===== config.mk =====
export PLATFORM = sky130hd
export DESIGN_NAME = nibble_serial_add_ctrl
export DESIGN_NICKNAME = d
export VERILOG_FILES = /design/src/rtl/nibble_serial_add_ctrl_pkg.sv /design/src/rtl/nibble_serial_add_ctrl_slice.sv /design/src/rtl/nibble_serial_add_ctrl.sv
export SDC_FILE = /design/constraint.sdc
export NUM_CORES = 1
export LEC_CHECK = 0
export CORE_ASPECT_RATIO = 2
export CORE_MARGIN = 4
export CORE_UTILIZATION = 45
export CTS_CLUSTER_DIAMETER = 50
export CTS_CLUSTER_SIZE = 30
export DETAILED_ROUTE_END_ITERATION = 6
export GPL_TIMING_DRIVEN = 0
export HOLD_SLACK_MARGIN = 0.12
export PLACE_DENSITY = 0.7
export SLEW_MARGIN = 30
export SYNTH_ARGS = -nofsm -noshare
export SYNTH_HDL_FRONTEND = slang
export SYNTH_HIERARCHICAL = 1
export SYNTH_SLANG_ARGS = --single-unit

===== constraint.sdc =====
create_clock -name clk -period 6.6 [get_ports clk]
set_input_delay 0.66 -clock clk [delete_from_list [all_inputs] [get_ports clk]]
set_output_delay 0.66 -clock clk [all_outputs]
set_load 0.1 [all_outputs]

===== src/rtl/nibble_serial_add_ctrl_pkg.sv =====
// Shared definitions for the nibble-serial add/sub sequencer:
// FSM state encoding, slice width and a parameter sanity check.
package nibble_serial_add_ctrl_pkg;

    localparam int NIBBLE_W = 4;

    typedef enum logic [1:0] {
        IDLE = 2'd0,
        RUN  = 2'd1,
        DONE = 2'd2
    } state_e;

    // True when the counter can reach NIBBLES-1 and NIBBLES is in range.
    function automatic bit cnt_w_ok(int cnt_w, int nibbles);
        return (nibbles >= 1) && (nibbles <= 16) &&
               ((64'd1 << cnt_w) >= 64'(nibbles));
    endfunction

endpackage


===== src/rtl/nibble_serial_add_ctrl_slice.sv =====
// nibble_add_slice: combinational 4-bit ripple adder of full-adder cells.
// Ports: a, b, ci in; s sum, co carry-out, c3 carry into bit 3.
module nibble_add_slice
    import nibble_serial_add_ctrl_pkg::*;
(
    input  logic [NIBBLE_W-1:0] a,
    input  logic [NIBBLE_W-1:0] b,
    input  logic                ci,
    output logic [NIBBLE_W-1:0] s,
    output logic                co,
    output logic                c3
);

    logic [NIBBLE_W:0] c;

    assign c[0] = ci;

    for (genvar i = 0; i < NIBBLE_W; i++) begin : g_fa
        assign s[i]   = a[i] ^ b[i] ^ c[i];
        assign c[i+1] = (a[i] & b[i]) | (c[i] & (a[i] ^ b[i]));
    end

    assign co = c[NIBBLE_W];
    assign c3 = c[NIBBLE_W-1];

endmodule


===== src/rtl/nibble_serial_add_ctrl.sv =====
// Nibble-serial add/subtract sequencer around one shared 4-bit slice.
// Ports: clk, rst_n; req_* valid/ready operand port; rsp_* result port; busy.
module nibble_serial_add_ctrl
    import nibble_serial_add_ctrl_pkg::*;
#(
    parameter int NIBBLES = 4,
    parameter int CNT_W   = 4
) (
    input  logic                        clk,
    input  logic                        rst_n,
    input  logic                        req_valid,
    output logic                        req_ready,
    input  logic [NIBBLE_W*NIBBLES-1:0] req_a,
    input  logic [NIBBLE_W*NIBBLES-1:0] req_b,
    input  logic                        req_cin,
    input  logic                        req_sub,
    output logic                        rsp_valid,
    input  logic                        rsp_ready,
    output logic [NIBBLE_W*NIBBLES-1:0] rsp_sum,
    output logic                        rsp_cout,
    output logic                        rsp_ovf,
    output logic                        busy
);

    localparam int W = NIBBLE_W * NIBBLES;
    localparam logic [CNT_W-1:0] LAST = CNT_W'(NIBBLES - 1);

    if (!cnt_w_ok(CNT_W, NIBBLES)) begin : g_bad_params
        $error("nibble_serial_add_ctrl: bad NIBBLES/CNT_W");
    end

    state_e             state;
    logic [CNT_W-1:0]   cnt;
    logic               carry;
    logic [W-1:0]       a_sh;
    logic [W-1:0]       b_sh;
    logic [W-1:0]       sum_sh;
    logic               cout_q;
    logic               ovf_q;

    logic [NIBBLE_W-1:0] slice_s;
    logic                slice_co;
    logic                slice_c3;

    nibble_add_slice u_slice (
        .a  (a_sh[NIBBLE_W-1:0]),
        .b  (b_sh[NIBBLE_W-1:0]),
        .ci (carry),
        .s  (slice_s),
        .co (slice_co),
        .c3 (slice_c3)
    );

    always_ff @(posedge clk or negedge rst_n) begin
        if (!rst_n) begin
            state  <= IDLE;
            cnt    <= '0;
            carry  <= 1'b0;
            a_sh   <= '0;
            b_sh   <= '0;
            sum_sh <= '0;
            cout_q <= 1'b0;
            ovf_q  <= 1'b0;
        end else begin
            unique case (state)
                IDLE: begin
                    if (req_valid) begin
                        a_sh  <= req_a;
                        // Subtract as A + ~B + ~borrow.
                        b_sh  <= req_sub ? ~req_b : req_b;
                        carry <= req_cin ^ req_sub;
                        cnt   <= '0;
                        state <= RUN;
                    end
                end
                RUN: begin
                    a_sh   <= a_sh >> NIBBLE_W;
                    b_sh   <= b_sh >> NIBBLE_W;
                    // Result fills from the top so the LS nibble ends at bit 0.
                    sum_sh <= (sum_sh >> NIBBLE_W) |
                              (W'(slice_s) << (W - NIBBLE_W));
                    carry  <= slice_co;
                    cnt    <= cnt + CNT_W'(1);
                    if (cnt == LAST) begin
                        cout_q <= slice_co;
                        ovf_q  <= slice_c3 ^ slice_co;
                        state  <= DONE;
                    end
                end
                DONE: begin
                    if (rsp_ready) begin
                        state <= IDLE;
                    end
                end
                default: state <= IDLE;
            endcase
        end
    end

    assign req_ready = (state == IDLE);
    assign rsp_valid = (state == DONE);
    assign busy      = (state != IDLE);
    assign rsp_sum   = sum_sh;
    assign rsp_cout  = cout_q;
    assign rsp_ovf   = ovf_q;

endmodule

==> tab_implementation.tex, run 1 <==
\begin{tabular}{lr}
\hline
Metric & Value \\
\hline
\multicolumn{2}{l}{\textbf{Status}} \\
Result of the run & complete, no violations \\
\multicolumn{2}{l}{\textbf{Route}} \\
Total number of vias & approximately 2400 \\
Initial DRC count & 131 \\
Topmost layer with routed signal wires & met4 \\
Final routed wirelength across all metal layers & about 7000 um \\
Post-detailed-route via-to-cell ratio & 5.21 \\
Met2 wire len & approximately 4000 um \\
First drt pass iteration count & 4 \\
Met3 wire len & roughly 310 um \\
Post-route DRC violation count & 0 \\
Remaining antenna violation count & 0 \\
Final routed wire length divided by cell count & about 16 um \\
Total routed wire length on the met1 layer & 2680 um \\
\multicolumn{2}{l}{\textbf{Timing}} \\
Pins Over Slew Limit & 0 \\
Setup repair after global routing missed its margin & false \\
Total of endpoints with negative setup slack in the final report & 0 \\
Worst-case hold slack & between 0.15 and 0.2 ns \\
Transition time at the pin with the least slew margin & 0.970 ns \\
Sum of negative setup slack & 0 ns \\
Part of the cycle the worst path needs & 0.507 \\
Tmin final & roughly 3.3 ns \\
Highest Clock Rate & 299 MHz \\
Final Hold Violating Endpoints & 0 \\
Max-slew headroom & 0.351 \\
Worst Skew & just over 0.003 ns \\
\multicolumn{2}{l}{\textbf{Global routing}} \\
Initial antenna violation count & 0 \\
Number of global-route vias before repair & 2530 \\
Wire length of the first global-routing pass & 11900 um \\
Largest net degree at the start of global routing & 49 \\
Gr usage total & 0.203 \\
GRT overflow & 0 \\
\multicolumn{2}{l}{\textbf{Yosys}} \\
Synth warnings & 6 \\
Prevailing post-synth register cell & sky130\_fd\_sc\_hd\_\_dfrtp\_1 \\
Number of enable flip-flop cells after synthesis & 0 \\
Count of state elements after synthesis & 57 \\
Syn\_nets & $\sim$350 \\
Part of the Yosys area used for sequential elements & 0.497 \\
Mapped Cells & roughly 300 \\
Yosys cell types & 31 \\
Post-synthesis instance area & 2870 sq um \\
Post-Syn Area per Cell & $\sim$9.5 sq um \\
Proportion of synthesized flip-flops having asynchronous set or reset & 1.00 \\
\multicolumn{2}{l}{\textbf{Die}} \\
Die Area & roughly 7800 sq um \\
Placeable Area & $\sim$6100 sq um \\
Die height & between 100 and 150 um \\
Starting utilization of the core area & 0.470 \\
I/O pin cnt & 59 \\
Die Wd & between 60 and 70 um \\
Cell row count & 40 \\
\multicolumn{2}{l}{\textbf{Layout}} \\
Layout-stage area growth over the synthesis result & 33.1\% \\
Filler instances & around 560 \\
Final nets & around 410 \\
Ratio of cells with drive above 1 in the final layout & 0.0800 \\
Diodes inserted & 0 \\
\multicolumn{2}{l}{\textbf{CTS}} \\
Clock transition at the registers of the reported paths & approximately 0.05 ns \\
CTS sink count & 57 \\
Resize count post-CTS & 0 \\
Insertion delay to the later sink of the worst-skew pair & roughly 0.33 ns \\
CTS tree & built \\
Number of buffers created by CTS & 9 \\
Htree depth & 3 \\
Hold-fix buffer count after cts & 0 \\
Clock root buffer master & sky130\_fd\_sc\_hd\_\_clkbuf\_16 \\
Setup repair bufs after CTS & 0 \\
Maximum clock path buffer count & 2 \\
\multicolumn{2}{l}{\textbf{Power and ir drop}} \\
Maximum vdd ir drop & $\sim$0.25 mV \\
P\_leak & around 1.7 nW \\
Power density normalized to cell area & a little over 500 nW/um\^{}2 \\
Total power & between 1.5 and 2 mW \\
\multicolumn{2}{l}{\textbf{Placement}} \\
Half-perimeter wire length after placement & between 5000 and 6000 um \\
Placer Congestion & 0.767 \\
Port bufs & between 50 and 60 \\
\multicolumn{2}{l}{\textbf{Critical path}} \\
Worst setup EP type & output port \\
CP max stage cell & sky130\_fd\_sc\_hd\_\_clkdlybuf4s50\_1 \\
Arrival time of data at the critical path endpoint & 2.69 ns \\
Setup Crit Path Kind & flop to output port \\
Cell-by-cell trace of the critical path & buf\_2 > clkbuf\_1 > or2\_2 > inv\_1 > clkdlybuf4s50\_1 \\
Largest stage delay on the critical path & 1.12 ns \\
Required time worst endpoint & 5.94 ns \\
Startpoint Class & flop \\
Crit Path Max Fanout & 10 \\
\multicolumn{2}{l}{\textbf{Run}} \\
Count of max-cap constraint violations & 0 \\
\multicolumn{2}{l}{\textbf{Worst hold path}} \\
Worst hold path type & primary input to asynchronous set/reset pin \\
\hline
\end{tabular}
-- Yosys cell counts, types with 2 or more instances --
master | n | share of area
sky130_fd_sc_hd__nand2_1 | 70 | 0.092
sky130_fd_sc_hd__nor3b_1 | 2 | 0.0052
sky130_fd_sc_hd__o21ai_0 | 25 | 0.044
sky130_fd_sc_hd__inv_1 | 14 | 0.018
sky130_fd_sc_hd__dfrtp_1 | 57 | 0.50
sky130_fd_sc_hd__o32ai_1 | 4 | 0.012
sky130_fd_sc_hd__o221ai_1 | 2 | 0.0061
sky130_fd_sc_hd__buf_4 | 3 | 0.0078
sky130_fd_sc_hd__nand3_1 | 2 | 0.0035
sky130_fd_sc_hd__nand2b_1 | 2 | 0.0044
sky130_fd_sc_hd__xor2_1 | 7 | 0.021
sky130_fd_sc_hd__and2b_1 | 3 | 0.0078
sky130_fd_sc_hd__a22oi_1 | 17 | 0.044
sky130_fd_sc_hd__fa_1 | 4 | 0.028
sky130_fd_sc_hd__a221o_2 | 3 | 0.012
sky130_fd_sc_hd__xnor2_1 | 11 | 0.034
sky130_fd_sc_hd__nor2b_1 | 21 | 0.046
sky130_fd_sc_hd__a21oi_1 | 21 | 0.037
sky130_fd_sc_hd__clkbuf_1 | 9 | 0.012
sky130_fd_sc_hd__o211ai_1 | 5 | 0.013
sky130_fd_sc_hd__a221o_1 | 3 | 0.010
sky130_fd_sc_hd__buf_2 | 8 | 0.014
sky130_fd_sc_hd__mux2_2 | 2 | 0.0078
-- per-stage QoR --
stage	setup slack, ns	instances	instance area [sq um]	util
final	3.25	459	3820	0.625
after global routing	3.14	459	3820	0.625
after detailed placement	3.59	444	3560	0.583
after CTS	3.22	459	3820	0.625
after floorplan	4.02	303	2870	-
after global placement	3.05	443	3530	0.579
-- layout make-up --
| class | instances | area, sq um | share of cell area |
|---|---|---|---|
| Sequential cell | 57 | 1430 | 0.374 |
| Multi-Input combinational cell | 211 | 1280 | 0.336 |
| Timing Repair Buffer | 57 | 586 | 0.153 |
| Clock buffer | 15 | 258 | 0.0675 |
| Buffer | 21 | 108 | 0.0282 |
| Tap cell | 84 | 105 | 0.0275 |
| Inverter | 14 | 52.6 | 0.0138 |
-- worst max-delay path: cells and delay by family (launching register included) --
kind	cells	cell delay (ns)
buffers and inverters	4	1.61
flip-flops	1	0.40
AND/OR/NAND/NOR	1	0.35
-- power by group --
| part | total [mW] | switching, mW | internal [mW] |
|---|---|---|---|
| Sequential | 0.582 | 0.101 | 0.481 |
| Combinational | 0.968 | 0.683 | 0.285 |
| Clock | 0.407 | 0.145 | 0.262 |
-- sequential cells by signal (all words and copies together) (netlist names) --
register  count
state         2
carry         1
a_sh         16
rsp_ovf       1
b_sh         16
rsp_cout      1
rsp_sum      16
cnt           4
-- cells by family after synthesis --
family / after synthesis / share of synthesized area
simple gates: 103 / 0.165
compound gates: 83 / 0.187
flops: 57 / 0.497
buf+inv: 35 / 0.0558
xor+xnor: 18 / 0.0549
fa+ha+maj: 5 / 0.0323
mux: 2 / 0.00785
-- per-layer routing --
layer | vias to the layer above | global-route usage
met4 | 0 | 0.0940
li1 | 1158 | -
met5 | - | 0
met3 | 9 | 0.0417
met2 | 60 | 0.370
met1 | 1163 | 0.219
-- cell usage in the layout (no fill, tap or decap), drive strengths merged, types with 2 or more instances in the layout --
master,n
clkbuf,24
inv,14
xor2,7
o211ai,5
clkdlybuf4s50,55
a22oi,17
a221o,6
mux2,2
nor3b,2
buf,14
nor2b,21
and2b,3
dfrtp,57
o32ai,4
nand3,2
a21oi,21
nand2,70
o221ai,2
xnor2,11
fa,4
o21ai,25
nand2b,2
-- path summary, 6_finish.rpt --
kind,start,to,slack (ns),cells after the start
worst max-delay path,state[1],req_ready,3.25,5
worst min-delay path,rst_n,rsp_sum[10],0.16,1
worst max register to register,a_sh[0],rsp_ovf,4.23,8
worst min register to register,rsp_sum[2],rsp_sum[2],0.47,2
max in group asynchronous,rst_n,b_sh[13],5.96,2
min in group clk,rsp_sum[2],rsp_sum[2],0.47,2
(Power assumes the default switching activity.)
==> run 2, diff against run 1 <==
Clock period 6.6 ns to 3.3 ns, I/O delays scaled along.
==> tab_implementation.tex, run 2 (synthesis results as in run 1) <==
\begin{tabular}{lr}
\hline
Metric & Value \\
\hline
\multicolumn{2}{l}{\textbf{Route}} \\
Met2 wire len & 4070 um (+1.6\%) \\
Remaining antenna violation count & 0 (unchanged) \\
Final routed wire length divided by cell count & 15.6 um (+0.69\%) \\
Initial DRC count & 132 (+0.76\%) \\
Final routed wirelength across all metal layers & 7190 um (+0.91\%) \\
First drt pass iteration count & 4 (unchanged) \\
Topmost layer with routed signal wires & met4 \\
Total number of vias & 2398 (+0.33\%) \\
Met3 wire len & 251 um (-18\%) \\
Post-detailed-route via-to-cell ratio & 5.21 (+0.12\%) \\
Post-route DRC violation count & 0 (unchanged) \\
Total routed wire length on the met1 layer & 2730 um (+1.9\%) \\
\multicolumn{2}{l}{\textbf{CTS}} \\
CTS tree & built \\
Setup repair bufs after CTS & 0 (unchanged) \\
Number of buffers created by CTS & 9 (unchanged) \\
Insertion delay to the later sink of the worst-skew pair & 0.33 ns (about the same) \\
Maximum clock path buffer count & 2 (unchanged) \\
Resize count post-CTS & 0 (unchanged) \\
Hold-fix buffer count after cts & 1 (+1) \\
Clock root buffer master & sky130\_fd\_sc\_hd\_\_clkbuf\_16 \\
Clock transition at the registers of the reported paths & 0.05 ns (about the same) \\
Htree depth & 3 (unchanged) \\
CTS sink count & 57 (unchanged) \\
\multicolumn{2}{l}{\textbf{Critical path}} \\
Crit Path Max Fanout & 10 (unchanged) \\
FF-to-FF path depth & 8 (unchanged) \\
Cell-by-cell trace of the critical path & buf\_2 > clkbuf\_1 > or2\_2 > inv\_1 > clkdlybuf4s50\_1 \\
Setup Crit Path Kind & flop to output port \\
Startpoint Class & flop \\
Arrival time of data at the critical path endpoint & 2.69 ns (about the same) \\
RR Endpoint & rsp\_ovf \\
Largest stage delay on the critical path & 1.12 ns (about the same) \\
Worst setup EP type & output port \\
Worst setup startpoint & state[1] \\
Worst setup path end & req\_ready \\
CP max stage cell & sky130\_fd\_sc\_hd\_\_clkdlybuf4s50\_1 \\
Worst R2R Start & a\_sh[0] \\
Required time worst endpoint & 2.97 ns (-2.97 ns) \\
Worst-case register-to-register setup slack & 0.91 ns (-3.32 ns) \\
\multicolumn{2}{l}{\textbf{Die}} \\
Starting utilization of the core area & 0.470 (unchanged) \\
Placeable Area & 6110 sq um (unchanged) \\
Cell row count & 40 (unchanged) \\
Die height & 121 um (unchanged) \\
I/O pin cnt & 59 (unchanged) \\
Die Wd & 64.5 um (unchanged) \\
Die Area & 7790 sq um (unchanged) \\
\multicolumn{2}{l}{\textbf{Power and ir drop}} \\
Share of power burned in combinational logic & 0.495 (about the same) \\
Psw & 1.86 mW (+100\%) \\
Power density normalized to cell area & 1020 nW/um\^{}2 (+100\%) \\
Sequential Power Share & 0.297 (about the same) \\
Maximum vdd ir drop & 0.495 mV (+99\%) \\
Design internal power & 2.06 mW (+100\%) \\
Proportion of total power due to net switching & 0.475 (about the same) \\
Relative contribution of the clock network to total power & 0.207 (about the same) \\
P\_leak & 1.69 nW (+0.25\%) \\
\multicolumn{2}{l}{\textbf{Worst hold path}} \\
Worst hold path type & primary input to asynchronous set/reset pin \\
\multicolumn{2}{l}{\textbf{Layout}} \\
Filler-free cell count of the finished design & 460 (+0.22\%) \\
Most common cell after layout, fill and taps aside & sky130\_fd\_sc\_hd\_\_nand2\_1 \\
Commonest non-fill, non-tap cells in the layout & 70 x sky130\_fd\_sc\_hd\_\_nand2\_1, 57 x sky130\_fd\_sc\_hd\_\_dfrtp\_1, 55 x sky130\_fd\_sc\_hd\_\_clkdlybuf4s50\_1 \\
Diodes inserted & 0 (unchanged) \\
Ratio of cells with drive above 1 in the final layout & 0.0798 (-0.000213) \\
Layout-stage area growth over the synthesis result & 33.4\% \\
Final nets & 415 (+0.24\%) \\
\multicolumn{2}{l}{\textbf{Timing}} \\
Transition time at the pin with the least slew margin & 0.970 ns (+0.00000334 ns) \\
Total of endpoints with negative setup slack in the final report & 0 (unchanged) \\
Final Hold Violating Endpoints & 0 (unchanged) \\
Pins Over Slew Limit & 0 (unchanged) \\
Part of the cycle the worst path needs & 0.915 \\
Worst Skew & 0.00314 ns (+0.000121 ns) \\
Highest Clock Rate & approximately 330 MHz \\
Setup repair after global routing missed its margin & false \\
Sum of negative setup slack & 0 ns (unchanged) \\
Tmin final & about 3.0 ns \\
Max-slew headroom & 0.351 (about the same) \\
\multicolumn{2}{l}{\textbf{Placement}} \\
Port bufs & 56 (unchanged) \\
Placer Congestion & 0.767 (unchanged) \\
DP Cell Count & 444 (unchanged) \\
Half-perimeter wire length after placement & 5180 um (unchanged) \\
\multicolumn{2}{l}{\textbf{Global routing}} \\
Largest net degree at the start of global routing & 49 (unchanged) \\
GRT overflow & 0 (unchanged) \\
Wire length of the first global-routing pass & 11900 um (unchanged) \\
Gr usage total & 0.203 (unchanged) \\
Initial antenna violation count & 0 (unchanged) \\
Number of global-route vias before repair & 2530 (unchanged) \\
\multicolumn{2}{l}{\textbf{Status}} \\
Result of the run & complete, no violations \\
\multicolumn{2}{l}{\textbf{Run}} \\
Count of max-cap constraint violations & 0 (unchanged) \\
\hline
\end{tabular}
-- run 2: cell count changes in the layout (fill, tap and decap cells not counted) --
cell	delta
sky130_fd_sc_hd__dlygate4sd3_1	+1
-- run 2: worst max-delay path, delay by kind of cell (launching register included) --
kind | cells | cell delay [ns]
flip-flops | 1 | 0.40
AND/OR/NAND/NOR | 1 | 0.35
buffers and inverters | 4 | 1.61
-- run 2: power by group through the flow --
stage	Clock, mW	Sequential, mW	Combinational (mW)
2_1_floorplan	0	1.77	0.818
3_3_place_gp	0	1.16	1.91
3_5_place_dp	0	1.18	1.95
4_1_cts	0.835	1.17	1.96
5_1_grt	0.866	1.20	2.10
6_report	0.813	1.17	1.94
-- run 2: area by class of cell --
type	instances	area, sq um
Fill cell	557	2280
Sequential cell	57	1430
Multi-Input combinational cell	211	1280
Timing Repair Buffer	58	596
Clock buffer	15	258
Buffer	21	108
Tap cell	84	105
Inverter	14	52.6
-- run 2: through the flow --
| step | util | cell area [sq um] | total power [mW] | worst slack (ns) | hold WS (ns) |
|---|---|---|---|---|---|
| after floorplan | - | 2870 | 2.58 | 1.05 | 0.0344 |
| after detailed placement | 0.583 | 3560 | 3.13 | 0.620 | 0.180 |
| final | 0.627 | 3830 | 3.92 | 0.279 | 0.383 |
| after global routing | 0.627 | 3830 | 4.17 | 0.169 | 0.394 |
| after CTS | 0.627 | 3830 | 3.96 | 0.253 | 0.383 |
| after global placement | 0.579 | 3530 | 3.08 | 0.0846 | 0.459 |
-- run 2: per-layer routing --
| metal | vias to the layer above | track usage |
|---|---|---|
| met4 | 0 | 0.0940 |
| met2 | 47 | 0.370 |
| met5 | - | 0 |
| li1 | 1161 | - |
| met3 | 11 | 0.0408 |
| met1 | 1179 | 0.220 |
-- run 2: worst min-delay path by stage --
stage                             end  slack [ns]  cells past startpoint
final                     rsp_sum[10]        0.38                      2
after global routing      rsp_sum[10]        0.39                      2
after CTS                     a_sh[4]        0.38                      2
after detailed placement  rsp_sum[10]        0.18                      1
after global placement     rsp_sum[3]        0.46                      2
after floorplan               a_sh[0]        0.03                      0
==> run 3, diff against run 2 <==
Settings changed: SLEW_MARGIN 30 to unset.
==> tab_implementation.tex, run 3 (synthesis results as in run 1) <==
\begin{tabular}{lr}
\hline
Metric & Value \\
\hline
\multicolumn{2}{l}{\textbf{Status}} \\
Result of the run & complete, no violations \\
\multicolumn{2}{l}{\textbf{CTS}} \\
Number of buffers created by CTS & 9 (unchanged) \\
CTS sink count & 57 (unchanged) \\
Htree depth & 3 (unchanged) \\
Clock transition at the registers of the reported paths & 0.05 ns (about the same) \\
Insertion delay to the later sink of the worst-skew pair & 0.33 ns (about the same) \\
Clock root buffer master & sky130\_fd\_sc\_hd\_\_clkbuf\_16 \\
CTS tree & built \\
Maximum clock path buffer count & 2 (unchanged) \\
Setup repair bufs after CTS & 0 (unchanged) \\
\multicolumn{2}{l}{\textbf{Route}} \\
Initial DRC count & 124 (-6.1\%) \\
Post-detailed-route via-to-cell ratio & 5.21 (-0.12\%) \\
Remaining antenna violation count & 0 (unchanged) \\
Final routed wirelength across all metal layers & 7030 um (-2.2\%) \\
Final routed wire length divided by cell count & 15.3 um (-1.9\%) \\
Post-route DRC violation count & 0 (unchanged) \\
First drt pass iteration count & 5 (+1) \\
Total number of vias & 2390 (-0.33\%) \\
\multicolumn{2}{l}{\textbf{Timing}} \\
Highest Clock Rate & 332 MHz (+0.35\%) \\
Tmin final & 3.01 ns (-0.0104 ns) \\
Final Hold Violating Endpoints & 0 (unchanged) \\
Setup repair after global routing missed its margin & false \\
Final setup margin & 0.290 ns (+0.0104 ns) \\
Pins Over Slew Limit & 0 (unchanged) \\
Sum of negative setup slack & 0 ns (unchanged) \\
Total of endpoints with negative setup slack in the final report & 0 (unchanged) \\
Part of the cycle the worst path needs & 0.912 (-0.00315) \\
Max-slew headroom & 0.352 (about the same) \\
Transition time at the pin with the least slew margin & 0.969 ns (-0.000342 ns) \\
Worst Skew & 0.00383 ns (+0.000691 ns) \\
\multicolumn{2}{l}{\textbf{Global routing}} \\
Global routing met2 resource utilization & 0.364 (-0.00648) \\
Met3 track demand over resource in global routing & 0.0463 (+0.00556) \\
Number of global-route vias before repair & 2486 (-1.7\%) \\
Initial antenna violation count & 0 (unchanged) \\
Most used routing layer & met2 \\
Global routing met1 resource utilization & 0.216 (-0.00377) \\
Gr usage total & 0.202 (-0.00178) \\
Wire length of the first global-routing pass & 11800 um (-0.93\%) \\
Largest net degree at the start of global routing & 36 (-27\%) \\
GRT overflow & 0 (unchanged) \\
\multicolumn{2}{l}{\textbf{Die}} \\
Die Area & 7790 sq um (unchanged) \\
Cell row count & 40 (unchanged) \\
Die height & 121 um (unchanged) \\
Die Wd & 64.5 um (unchanged) \\
Placeable Area & 6110 sq um (unchanged) \\
I/O pin cnt & 59 (unchanged) \\
Starting utilization of the core area & 0.470 (unchanged) \\
\multicolumn{2}{l}{\textbf{Layout}} \\
Ratio of cells with drive above 1 in the final layout & 0.0827 (+0.00288) \\
Area occupied by multi-input gates & 1280 sq um (unchanged) \\
Diodes inserted & 0 (unchanged) \\
Final nets & 415 (unchanged) \\
Filler-free cell count of the finished design & 459 (-0.22\%) \\
Layout-stage area growth over the synthesis result & 33.3\% (about the same) \\
Share of the core filled with cells & 0.626 (about the same) \\
Commonest non-fill, non-tap cells in the layout & 70 x sky130\_fd\_sc\_hd\_\_nand2\_1, 57 x sky130\_fd\_sc\_hd\_\_dfrtp\_1, 55 x sky130\_fd\_sc\_hd\_\_clkdlybuf4s50\_1 \\
Reg area & 1430 sq um (unchanged) \\
Most common cell after layout, fill and taps aside & sky130\_fd\_sc\_hd\_\_nand2\_1 \\
Filler instances & 560 (+0.54\%) \\
\multicolumn{2}{l}{\textbf{Critical path}} \\
RR Endpoint & rsp\_ovf \\
Worst R2R Start & a\_sh[0] \\
Largest stage delay on the critical path & 1.12 ns (about the same) \\
Cell-by-cell trace of the critical path & buf\_2 > clkbuf\_1 > or2\_2 > inv\_1 > clkdlybuf4s50\_1 \\
Worst setup path end & req\_ready \\
Worst-case register-to-register setup slack & 0.94 ns (+0.03 ns) \\
CP max stage cell & sky130\_fd\_sc\_hd\_\_clkdlybuf4s50\_1 \\
Arrival time of data at the critical path endpoint & 2.68 ns (about the same) \\
Crit Path Max Fanout & 10 (unchanged) \\
Top delay family on crit path & buffers and inverters \\
Worst path depth & 5 (unchanged) \\
Required time worst endpoint & 2.97 ns (about the same) \\
Worst setup EP type & output port \\
Worst setup startpoint & state[1] \\
FF-to-FF path depth & 8 (unchanged) \\
Combined buffer and inverter count along the critical path & 4 (unchanged) \\
Startpoint Class & flop \\
Setup Crit Path Kind & flop to output port \\
\multicolumn{2}{l}{\textbf{Run}} \\
Count of max-cap constraint violations & 0 (unchanged) \\
\multicolumn{2}{l}{\textbf{Power and ir drop}} \\
Total power & 3.92 mW (+0.14\%) \\
Power density normalized to cell area & 1030 nW/um\^{}2 (+0.24\%) \\
P\_leak & 1.70 nW (about the same) \\
Maximum vdd ir drop & 0.438 mV (-12\%) \\
\multicolumn{2}{l}{\textbf{Placement}} \\
DP Cell Count & 444 (unchanged) \\
Half-perimeter wire length after placement & 5170 um (-0.32\%) \\
Worst slack at placement & 0.614 ns (-0.00668 ns) \\
Placer Congestion & 0.767 (unchanged) \\
Port bufs & 56 (unchanged) \\
\multicolumn{2}{l}{\textbf{Worst hold path}} \\
Worst hold path type & primary input to flop \\
\hline
\end{tabular}
[run 3: changes by cell type in the layout (fill, tap and decap cells not counted)]
| cell | previous run | this run |
|---|---|---|
| sky130_fd_sc_hd__clkbuf_8 | 1 | 2 |
| sky130_fd_sc_hd__buf_16 | 1 | 0 |
| sky130_fd_sc_hd__buf_4 | 4 | 3 |
| sky130_fd_sc_hd__buf_12 | 0 | 1 |
| sky130_fd_sc_hd__clkbuf_1 | 14 | 12 |
| sky130_fd_sc_hd__buf_2 | 8 | 9 |
[run 3: per-stage QoR]
step	hold slack, ns	cell area [sq um]
5_1_grt	0.458	3820
2_1_floorplan	0.0344	2870
3_3_place_gp	0.459	3530
4_1_cts	0.422	3820
3_5_place_dp	0.350	3550
6_report	0.428	3820
[run 3: area by class of cell]
type	count	area share
timing repair buffer	58	0.153
tap	84	0.0275
inverter	14	0.0137
multi-input combinational	211	0.335
sequential	57	0.373
buffer	21	0.0281
clock buffer	14	0.0690
[run 3: where the power goes]
part / total [mW] / internal (mW) / switching (mW) / leakage (nW)
registers: 1.16 / 0.962 / 0.199 / 0.748
logic: 1.93 / 0.569 / 1.36 / 0.818
clock network: 0.829 / 0.539 / 0.291 / 0.129
[run 3: worst min path at each step]
| stage | start | endpoint | cells past startpoint |
|---|---|---|---|
| final | req_valid | b_sh[14] | 4 |
| after global routing | req_valid | b_sh[14] | 4 |
| after CTS | req_valid | b_sh[14] | 4 |
| after detailed placement | rst_n | rsp_sum[6] | 1 |
| after global placement | rsp_sum[3] | rsp_sum[3] | 2 |
| after floorplan | rst_n | a_sh[0] | 0 |
[run 3: worst min-delay path, stage by stage]
cell and delay, ns:
sky130_fd_sc_hd__buf_4 0.15, sky130_fd_sc_hd__nor2b_1 0.06, sky130_fd_sc_hd__a21oi_1 0.10, sky130_fd_sc_hd__o21ai_0 0.08
[run 3: repair_timing]
item | 4_1_cts | 5_1_grt
hold endpoints to repair | 22 | 0
hold buffers | 1 | 0
resized for setup | 0 | 0
[run 3: routing by layer]
| metal | vias to the layer above | wire length, um |
|---|---|---|
| met1 | 1158 | 2710 |
| met2 | 55 | 3880 |
| met4 | 0 | 153 |
| met3 | 13 | 290 |
| li1 | 1164 | - |
| met5 | - | 0 |
